--- src/rtl/rsa_pkg.sv ---
// Shared definitions for the RSA Montgomery pre-computation logic.
//   state_e      : control states of rsa_const_unit (idle / running / finishing)
//   const_shifts : number of modular doublings for a given operand width,
//                  sized for the WIDTH+2-bit Montgomery multipliers downstream.
package rsa_pkg;

  typedef enum logic [1:0] {
    StIdle,
    StRun,
    StFin
  } state_e;

  function automatic int unsigned const_shifts(input int unsigned width);
    return 2 * (width + 2);
  endfunction

endpackage

--- src/rtl/mod_dbl_step.sv ---
// One modular doubling step: r_o = (2*r_i >= m_i) ? 2*r_i - m_i : 2*r_i.
// Purely combinational.
//   r_i : current residue, r_i < m_i
//   m_i : modulus
//   r_o : next residue, r_o < m_i
module mod_dbl_step #(
  parameter int unsigned WIDTH = 8
) (
  input  logic [WIDTH-1:0] r_i,
  input  logic [WIDTH-1:0] m_i,
  output logic [WIDTH-1:0] r_o
);

  logic [WIDTH:0] t;
  logic           ge;

  assign t  = {r_i, 1'b0};
  assign ge = (t >= {1'b0, m_i});
  // Because r_i < m_i, t - m_i < m_i, so the low WIDTH bits of the difference are exact.
  assign r_o = ge ? (t[WIDTH-1:0] - m_i) : t[WIDTH-1:0];

endmodule

--- src/rtl/rsa_const_unit.sv ---
// Montgomery constant generator: Const = 2^SHIFTS mod M, computed by SHIFTS
// modular doublings of r (starting from 1 reduced mod M), one per enabled cycle.
// Optional build macro: RSA_CONST_MODCHECK_EN rejects zero/even moduli (err=1,
// Const=0, done one cycle after acceptance). Without it err is tied low.
// Ports:
//   clk   : clock, rising edge
//   rst   : synchronous active-high reset
//   ena   : clock enable, all state holds when low
//   start : computation request, sampled only while idle
//   M     : modulus, captured on the accepting edge
//   Const : result, held until the next done edge
//   busy  : high from the accepting edge until the done edge
//   done  : one-cycle pulse, Const valid in that cycle
//   err   : modulus rejected, updated with Const
module rsa_const_unit
  import rsa_pkg::*;
#(
  parameter int unsigned WIDTH  = 8,
  parameter int unsigned SHIFTS = const_shifts(WIDTH)
) (
  input  logic             clk,
  input  logic             rst,
  input  logic             ena,
  input  logic             start,
  input  logic [WIDTH-1:0] M,
  output logic [WIDTH-1:0] Const,
  output logic             busy,
  output logic             done,
  output logic             err
);

  localparam int unsigned CntW = $clog2(SHIFTS + 1);

  state_e           state_q, state_d;
  logic [WIDTH-1:0] m_q, m_d;
  logic [WIDTH-1:0] r_q, r_d;
  logic [CntW-1:0]  cnt_q, cnt_d;
  logic [WIDTH-1:0] const_q, const_d;
  logic             done_q, done_d;
  logic [WIDTH-1:0] step_r;

`ifdef RSA_CONST_MODCHECK_EN
  // rej_q remembers a rejected modulus until the done edge publishes it on err.
  logic             err_q, err_d;
  logic             rej_q, rej_d;
`endif

  mod_dbl_step #(
    .WIDTH(WIDTH)
  ) u_step (
    .r_i(r_q),
    .m_i(m_q),
    .r_o(step_r)
  );

  always_comb begin
    state_d = state_q;
    m_d     = m_q;
    r_d     = r_q;
    cnt_d   = cnt_q;
    const_d = const_q;
    done_d  = 1'b0;  // done never holds: exactly one pulse per result
`ifdef RSA_CONST_MODCHECK_EN
    err_d   = err_q;
    rej_d   = rej_q;
`endif
    if (ena) begin
      case (state_q)
        StIdle: begin
          if (start) begin
            m_d     = M;
            // Initial 1 reduced mod M: only M=1 changes it.
            r_d     = (M == WIDTH'(1)) ? '0 : WIDTH'(1);
            cnt_d   = '0;
            state_d = StRun;
`ifdef RSA_CONST_MODCHECK_EN
            err_d   = 1'b0;
            rej_d   = 1'b0;
            if ((M == '0) || !M[0]) begin
              r_d     = '0;
              rej_d   = 1'b1;
              state_d = StFin;
            end
`endif
          end
        end
        StRun: begin
          r_d   = step_r;
          cnt_d = cnt_q + CntW'(1);
          if (cnt_q == CntW'(SHIFTS - 1)) begin
            state_d = StFin;
          end
        end
        StFin: begin
          const_d = r_q;
          done_d  = 1'b1;
          state_d = StIdle;
`ifdef RSA_CONST_MODCHECK_EN
          err_d   = rej_q;
`endif
        end
        default: state_d = StIdle;
      endcase
    end
  end

  always_ff @(posedge clk) begin
    if (rst) begin
      state_q <= StIdle;
      m_q     <= '0;
      r_q     <= '0;
      cnt_q   <= '0;
      const_q <= '0;
      done_q  <= 1'b0;
`ifdef RSA_CONST_MODCHECK_EN
      err_q   <= 1'b0;
      rej_q   <= 1'b0;
`endif
    end else begin
      state_q <= state_d;
      m_q     <= m_d;
      r_q     <= r_d;
      cnt_q   <= cnt_d;
      const_q <= const_d;
      done_q  <= done_d;
`ifdef RSA_CONST_MODCHECK_EN
      err_q   <= err_d;
      rej_q   <= rej_d;
`endif
    end
  end

  assign Const = const_q;
  assign busy  = (state_q != StIdle);
  assign done  = done_q;
`ifdef RSA_CONST_MODCHECK_EN
  assign err   = err_q;
`else
  assign err   = 1'b0;
`endif

endmodule

--- config.mk ---
export PLATFORM = sky130hd
export DESIGN_NAME = rsa_const_unit
export DESIGN_NICKNAME = d
export VERILOG_FILES = /design/src/rtl/rsa_pkg.sv /design/src/rtl/mod_dbl_step.sv /design/src/rtl/rsa_const_unit.sv
export SDC_FILE = /design/constraint.sdc
export NUM_CORES = 1
export LEC_CHECK = 0
export ABC_AREA = 0
export ABC_CLOCK_PERIOD_IN_PS = 2000
export BUFFER_PORTS_ARGS = -buffer_cell sky130_fd_sc_hd__buf_2
export CORE_UTILIZATION = 40
export CTS_BUF_LIST = sky130_fd_sc_hd__clkbuf_4 sky130_fd_sc_hd__clkbuf_8
export DETAILED_ROUTE_END_ITERATION = 10
export PLACE_DENSITY = 0.67
export SYNTH_ARGS = -nofsm -noshare
export SYNTH_HDL_FRONTEND = slang
export SYNTH_SLANG_ARGS = --single-unit
--- constraint.sdc ---
create_clock -name clk -period 2 [get_ports clk]
set_input_delay 0.3 -clock clk [delete_from_list [all_inputs] [get_ports clk]]
set_output_delay 0.3 -clock clk [all_outputs]
set_load 0.05 [all_outputs]
; After elaboration in Yosys (flattened, before gate mapping)
; Cells that the tools add are included.
[totals]
regBits = 32
inputBits = 12
output_inout_bits = 11
wordCells = 34
[classes]
addsub = 2
magnitude_cmp = 1
eq_ne = 6
mux = 10
bitwise = 1
reduce_logical = 8
[ops]
columns = operator, count
row1 = $mux 8, 2
row2 = $pmux 8 s2, 1
row3 = $pmux 5 s2, 1
row4 = $ge 9x8->1, 1
row5 = $reduce_and 3->1, 3
row6 = $eq 8x1->1 const B, 1
row7 = $sub 8x8->8, 1
row8 = $add 5x1->5 const B, 1
row9 = $eq 5x5->1 const B, 1
row10 = $mux 5, 1
row11 = $mux 2, 2
row12 = $ne 2x2->1 const B, 2
row13 = $pmux 2 s2, 1
row14 = $reduce_bool 2->1, 2
row15 = $eq 2x1->1 const B, 1
row16 = $eq 2x2->1 const B, 1
row17 = $logic_not 2->1, 1
row18 = $mux 1, 2
row19 = $reduce_and 2->1, 1
row20 = $reduce_or 2->1, 1
row21 = $not 1->1, 1

; Depth between registers and ports, before layout
; Gate-level depths: netlist of the first run.
[logic_depth]
word_depth = 4
ltp_mapped = 8
ltp_nobuf = 8

; Cells and area by module
; From an unflattened synthesis of the first run, not the netlist that was laid out.
[hier_totals]
hier_cells = 211
hier_area_um2 = 1793.0
[modules_own_cells]
columns = mod, instances, cells_each, area_per_inst_um2
row1 = rsa_const_unit, 1, 149, 1320.0
row2 = mod_dbl_step, 1, 62, 473.0

; Worst setup path after synthesis of the first run
; Ideal clock, no wire load.
[synth_timing]
path_kind = reg2reg
startpoint = reg m_q[1]
endpoint = reg r_q[1]
arrival_time_ns = 1.655
setup_slack_ns = 0.229
stages_incl_launch_ff = 9
path_buffers = 0
synth_period_minus_slack_ns = 1.771
path_cell_list = dfxtp_1 -> inv_1 -> ha_1 -> nor2b_1 -> o2111ai_1 -> and3_4 -> o21ai_4 -> mux2i_1 -> a22o_1
[synth_via]
elab_chain_cells = 3
elab_cells_between_ends = 4
cone_classes = 1 x add/sub / 1 x order compare / 2 x mux
[synth_lines]
columns = element, line_no
row1 = "start, declared", rsa_const_unit.sv:35  ; logic [WIDTH-1:0] m_q, m_d;
row2 = "start signal, assigned", rsa_const_unit.sv:121  ; m_q <= m_d;
row3 = $sub 8x8->8 / $ge 9x8->1 (equally long branches), "mod_dbl_step.sv:20, mod_dbl_step.sv:18"
row4 = $mux 8 *, mod_dbl_step.sv:20  ; assign r_o = ge ? (t[WIDTH-1:0] - m_i) : t[WIDTH-1:0];
row5 = $pmux 8 s2 *, rsa_const_unit.sv:68  ; case (state_q)
row6 = "end signal, assigned", rsa_const_unit.sv:122  ; r_q <= r_d;
row7 = "end, declared", rsa_const_unit.sv:36  ; logic [WIDTH-1:0] r_q, r_d;
; Every way passes the cells marked *; elsewhere a longest branch is shown, timed or not.
; A chain may end at the register's enable or synchronous reset.

; Final worst setup path of the first run
[layout_timing]
startpoint = reg m_q[1]
endpoint = reg r_q[7]
; The elaborated chain is that of the path after synthesis.

==> flow_summary.ini, run 1 <==
[critical_path]
cp_top_family = compound AO/OA/AOI/OAI gates
worstPathMaxFanout = 9
critPathLaunch = m_q[1]
worstReg2RegEnd = r_q[7]
cp_data_arrival_time_ps = 2150
required_ps = 2210
r2r_start = m_q[1]
critPathSlowestCell = dfxtp_2
worstSetupStartpointType = register
crit_path_cell_trace = inv_1, ha_1, nor2b_2, o2111ai_2, and3_4, o21ai_4, buf_12, o2bb2a_1, o21ai_0
reg2reg_slack_ps = 60
timing_worst_setup_path_type = reg2reg
crit_path_end_kind = register
rr_worst_depth = 9
cpPeakStageDelay_ps = 330
crit_buf_inv = 2

[clocking]
clock-sinks = 32
cts_buffer_depth = 2
clk_pin_slew_ps = 70
worst_skew_pair.late_latency_ps = 280
htree_levels = 2
cts_buffers = 5
ctsHoldBuffers = 0
cts_tree = built
cts_root_buf = clkbuf_8

[route]
wl_per_cell_um = 12.7
routed_wl_um = 3350
drtAntennaViolNets = 0
viasPerCell = 5.10
drc = 0
vias = 1342
drt_iter0_markers = 43
dr.pass1.iters = 4

[global_route]
grt_max_degree = 21
antenna_found_initial = 0
grt_pass1_wl_um = 5240
grt_usage = 0.162
overflow = 0
first_global_vias = 1197

[worst_hold_path]
holdPathStages = 3
worst_hold_path_type = in2reg
hold_end = m_q[3]
worst_hold_startpoint = M[3]

[synth]
syn-num-nets = 211
yosysSeqAreaShare = 0.393
ys_ff_latch = 32
synth_flop_cell = dfxtp_1
async_flop_share = 0
synth_top_cell_by_area = dfxtp_1
synth_top_cell_area_share = 0.393
synth_area_leaders = dfxtp_1, nor2_1, mux2i_1
yosysWarnings = 0
synthDistinctLibCells = 41
synth_edf_count = 0
avgSynthCellArea_um2 = 8.63
synthCells = 189
synth_area_mm2 = 0.00163

[die]
core-area_mm2 = 0.00380
die_w_um = 65.9
die_y_um = 65.9
num_io_pins = 23
die-area_mm2 = 0.00434
start_util = 0.430
placementRows = 22

[sta]
fin_ws_ps = 56.2
fmax_mhz = 514
layout_min_cycle_time_ps = 1940
slew_violations = 0
setup_viol = 0
finClkSkew_ps = 7.12
timing.final.crit_share = 0.972
final-hold-violation-count = 0

[placement]
dp.final_hpwl_um = 2350
place_ws_ps = 78.0
numPortBuffers = 21
place_congestion = 0.799

[finish]
post-route-util = 0.505
fin_nets = 236
antennaDiodeCount = 0
syn_to_final_growth_pct = 17.6
drive_gt1_frac = 0.205
fill_cells = 386

[run]
maxCapViolations = 0

[power]
vdd_drop_max_v = 0.000351
pwr_density_cell_mw_per_mm2 = 777
total_power_w = 0.00149
leakage_nw = 0.864

[outcome]
status = complete, no violations
-- cell usage after synthesis (2+ instances only) --
cell      number
nor2_1        35
dfxtp_1       32
a21oi_1       12
mux2i_1       12
nand2_1       11
inv_1         10
ha_1           9
o21ai_0        9
xor2_1         6
nor3_1         5
clkbuf_1       4
nand4_1        4
buf_2          3
nor2b_1        3
a21o_1         2
a41oi_1        2
nand3_1        2
nand3b_1       2
o2bb2a_1       2
or2_2          2
xnor2_1        2
-- area by class of cell --
type,count,area (um2),share of cell area
multi-input combinational,139,931,0.485
sequential,32,642,0.335
timing repair buffer,26,155,0.0809
clock buffer,6,82.6,0.0431
tap,48,60.1,0.0313
inverter,10,37.5,0.0196
clock inverter,2,10.0,0.00522
-- flip-flops by register name, indices dropped and copies added (netlist names) --
name and cells:
m_q 8, Const 8, state_q 2, r_q 8
cnt_q 5, done 1
-- repair_timing --
| action | CTS | global route |
|---|---|---|
| buffers inserted | 0 | 2 |
| resized for setup | 0 | 3 |
| setup endpoints to repair | 0 | 8 |
-- where the power goes --
part | total [W] | internal, W | switching (W)
Combinational | 0.000323 | 0.000154 | 0.000168
Clock | 0.000500 | 0.000274 | 0.000226
Sequential | 0.000668 | 0.000654 | 0.0000137
-- kinds of logic (layout without fill, tap and decap cells) --
family,count (synthesis),count (layout),share of synthesized area
fa+ha+maj,10,10,0.0813
compound gates,38,38,0.157
simple gates,69,69,0.197
xor+xnor,8,8,0.0429
flops,32,32,0.393
other cells,1,1,0.00230
buf+inv,18,44,0.0460
mux,13,13,0.0805
-- placed cells by master (no fill, tap or decap), drive strengths merged, types with 6 or more instances in the layout --
cell type	Yosys	layout
buf	4	26
nand2	11	11
mux2i	12	12
ha	9	9
nor2	35	35
dfxtp	32	32
a21oi	12	12
clkbuf	4	6
xor2	6	6
o21ai	11	11
inv	10	10
-- per-stage QoR --
stage                     cells  hold WS [ps]  cell area (um2)  setup TNS (ps)
final                       263           259             1920               0
after global routing        263           272             1920           -71.5
after CTS                   261           255             1880               0
after detailed placement    253           478             1790               0
after global placement      253           471             1790               0
after floorplan             189           439             1630               0
-- worst min-delay path, cell delays in order --
cell and delay [ps]:
buf_2 90, a21oi_1 50, nor2_1 70
-- worst max-delay path by stage --
stage             end  slack (ps)  cells past startpoint
6_report       r_q[7]          60                      9
3_3_place_gp   r_q[1]         110                      8
2_1_floorplan  r_q[1]         230                      8
3_5_place_dp   r_q[4]          80                      8
4_1_cts        r_q[1]          40                      8
5_1_grt        r_q[5]         -20                      9
-- routing by layer --
layer / vias to the layer above / GRT usage / wire (um) / part of all wire
met3: 11 / 0.0431 / 121 / 0.036
met2: 27 / 0.259 / 1610 / 0.48
li1: 704 / - / - / -
met1: 600 / 0.202 / 1560 / 0.46
met5: - / 0 / 0 / 0
met4: 0 / 0.0679 / 61 / 0.018
(Power assumes the default switching activity.)
==> inputs of run 2 (changes only) <==
--- a/config.mk
+++ b/config.mk
@@ -11,7 +11,9 @@
 export CORE_UTILIZATION = 40
 export CTS_BUF_LIST = sky130_fd_sc_hd__clkbuf_4 sky130_fd_sc_hd__clkbuf_8
 export DETAILED_ROUTE_END_ITERATION = 10
-export PLACE_DENSITY = 0.67
+export GPL_ROUTABILITY_DRIVEN = 0
+export PLACE_DENSITY_LB_ADDON = 0.15
 export SYNTH_ARGS = -nofsm -noshare
 export SYNTH_HDL_FRONTEND = slang
+export SYNTH_HIERARCHICAL = 1
 export SYNTH_SLANG_ARGS = --single-unit
==> run 2 against run 1 <==
Compared with the run above: wire length grew 25%; synthesized cell count grew 12%; total power grew 11%; first-iteration DRC count grew 93%; via count grew 18%; register-to-register slack is essentially flat; clock skew shrank 5.8 ps; maximum frequency shrank 0.41%; final cell count grew 12%; clock power is essentially flat; sequential cell count is the same; critical path type unchanged.
==> flow_summary.ini, run 2 <==
[route]
drtAntennaViolNets = 0
vias = 1585
viasPerCell = 5.37
dr.pass1.iters = 4
routed_wl_um = 4200
drc = 0
drt_iter0_markers = 83
wl_per_cell_um = 14.2

[critical_path]
required_ps = 2150
worstPathMaxFanout = 2
crit_path_end_kind = register
timing_worst_setup_path_type = reg2reg
worstSetupStartpointType = register
critPathSlowestCell = dfxtp_2
cpPeakStageDelay_ps = 340
cp_data_arrival_time_ps = 2100
crit_path_cell_trace = inv_2, ha_4, nor2b_4, o31a_1, buf_4, a211o_1, mux2_4, o211ai_1, a21oi_1

[sta]
layout_min_cycle_time_ps = 1950
fin_ws_ps = 48.2
timing.final.crit_share = 0.976
final-hold-violation-count = 0
worst_pin_slew_ps = 545
rsz0062_at_grt = true
setup_viol = 0
fin_setup_tns_ps = 0
fmax_mhz = 512
slew_violations = 0
relSlewSlack = 0.635
finClkSkew_ps = 1.33

[power]
vdd_drop_max_v = 0.000286
leakage_nw = 0.963
pwr_density_cell_mw_per_mm2 = 735

[die]
core-area_mm2 = 0.00414
num_io_pins = 23
placementRows = 23
die_y_um = 69.0
die_w_um = 69.0
die-area_mm2 = 0.00475
start_util = 0.433

[synth]
synth_top_cell_by_area = dfxtp_1
synth_area_leaders = dfxtp_1, a21oi_1, ha_1
syn-num-nets = 233
synth_area_mm2 = 0.00179
synth_edf_count = 0
yosysMostFrequentCell = dfxtp_1
avgSynthCellArea_um2 = 8.50
synth_flop_cell = dfxtp_1
ys_ff_latch = 32
yosysWarnings = 6
synth_top_cell_area_share = 0.357
ys_top_cells_by_count = dfxtp_1, a21oi_1, nand2_1, nand3_1, nor2_1
synthCells = 211
yosysSeqAreaShare = 0.357
synthDistinctLibCells = 49
async_flop_share = 0

[clocking]
ctsHoldBuffers = 0
clock-sinks = 32
htree_levels = 2
cts_buffers = 5
cts_root_buf = clkbuf_8
cts_buffer_depth = 2
worst_skew_pair.late_latency_ps = 280
clk_pin_slew_ps = 70
cts_tree = built

[global_route]
grt_max_degree = 33
grt.met2_usage = 0.318
antenna_found_initial = 0
met1_usage = 0.252
first_global_vias = 1390
overflow = 0
grt_usage = 0.193
met3_usage = 0.0444
grt_pass1_wl_um = 6620
grt_busiest_layer = met2

[finish]
syn_to_final_growth_pct = 26.1
antennaDiodeCount = 0
final_cell_mix = dfxtp_1, a21oi_1, buf_2, nand2_1, buf_4
final_common_cell = dfxtp_1
fin_nets = 266
fill_cells = 405
drive_gt1_frac = 0.318

[run]
maxCapViolations = 0

[placement]
numPortBuffers = 21
place_ws_ps = -22.9
dp.final_hpwl_um = 3010

[outcome]
status = complete, no violations

[worst_hold_path]
worst_hold_path_type = in2reg
## run 2: layout make-up
class / count / area, um2 / area share
Sequential cell: 32 / 646 / 0.286
Tap cell: 50 / 62.6 / 0.0277
Clock inverter: 3 / 18.8 / 0.00830
Clock buffer: 5 / 68.8 / 0.0304
Multi-Input combinational cell: 155 / 1190 / 0.525
Timing Repair Buffer: 38 / 233 / 0.103
Inverter: 12 / 45.0 / 0.0199
## run 2: worst paths after layout
kind,cells after the start,slack (ps),to,start
setup / recovery,9,50,r_q[6],m_q[2]
hold / removal,3,260,m_q[7],M[7]
hold reg to reg,2,460,m_q[7],m_q[7]
setup reg to reg,9,50,r_q[6],m_q[2]
## run 2: where the power goes
| group | total, W | internal [W] | switching, W | leakage [nW] |
|---|---|---|---|---|
| combinational | 0.000484 | 0.000242 | 0.000242 | 0.654 |
| sequential | 0.000678 | 0.000657 | 0.0000201 | 0.261 |
| clock | 0.000500 | 0.000242 | 0.000258 | 0.0479 |
| total | 0.00166 | 0.00114 | 0.000520 | 0.963 |
## run 2: timing repair
| item | in CTS | in global routing |
|---|---|---|
| gates resized for setup | 9 | 18 |
| endpoints found under the setup margin | 3 | 6 |
| setup buffers | 0 | 2 |
| pin swaps | 1 | 8 |
## run 2: layer usage
| metal | routed length [um] | vias to the layer above |
|---|---|---|
| li1 | - | 812 |
| met1 | 2070 | 744 |
| met2 | 1980 | 24 |
| met3 | 105 | 5 |
| met4 | 38 | 0 |
| met5 | 0 | - |
## run 2: cell families after synthesis
| kind of cell | count (synthesis) | synth area share |
|---|---|---|
| xor+xnor | 3 | 0.0147 |
| simple gates | 74 | 0.220 |
| flops | 32 | 0.357 |
| fa+ha+maj | 10 | 0.0740 |
| buf+inv | 24 | 0.0593 |
| compound gates | 53 | 0.189 |
| mux | 14 | 0.0837 |
| other cells | 1 | 0.00209 |
## run 2: through the flow
stage,utilization,cell area [um2],cells,power [W],hold WS [ps]
after floorplan,-,1790,211,0.000980,436
after global placement,0.486,2010,285,0.00108,444
after detailed placement,0.486,2010,285,0.00108,451
after CTS,0.519,2150,293,0.00161,255
after global routing,0.546,2260,295,0.00175,259
final,0.546,2260,295,0.00166,257
## run 2: critical path, delay by kind of cell, from the launching register on
kind,cells,cell delay (ps)
simple gates,1,120
compound gates,4,720
fa+ha+maj,1,200
mux,1,260
buf+inv,2,180
flops,1,340
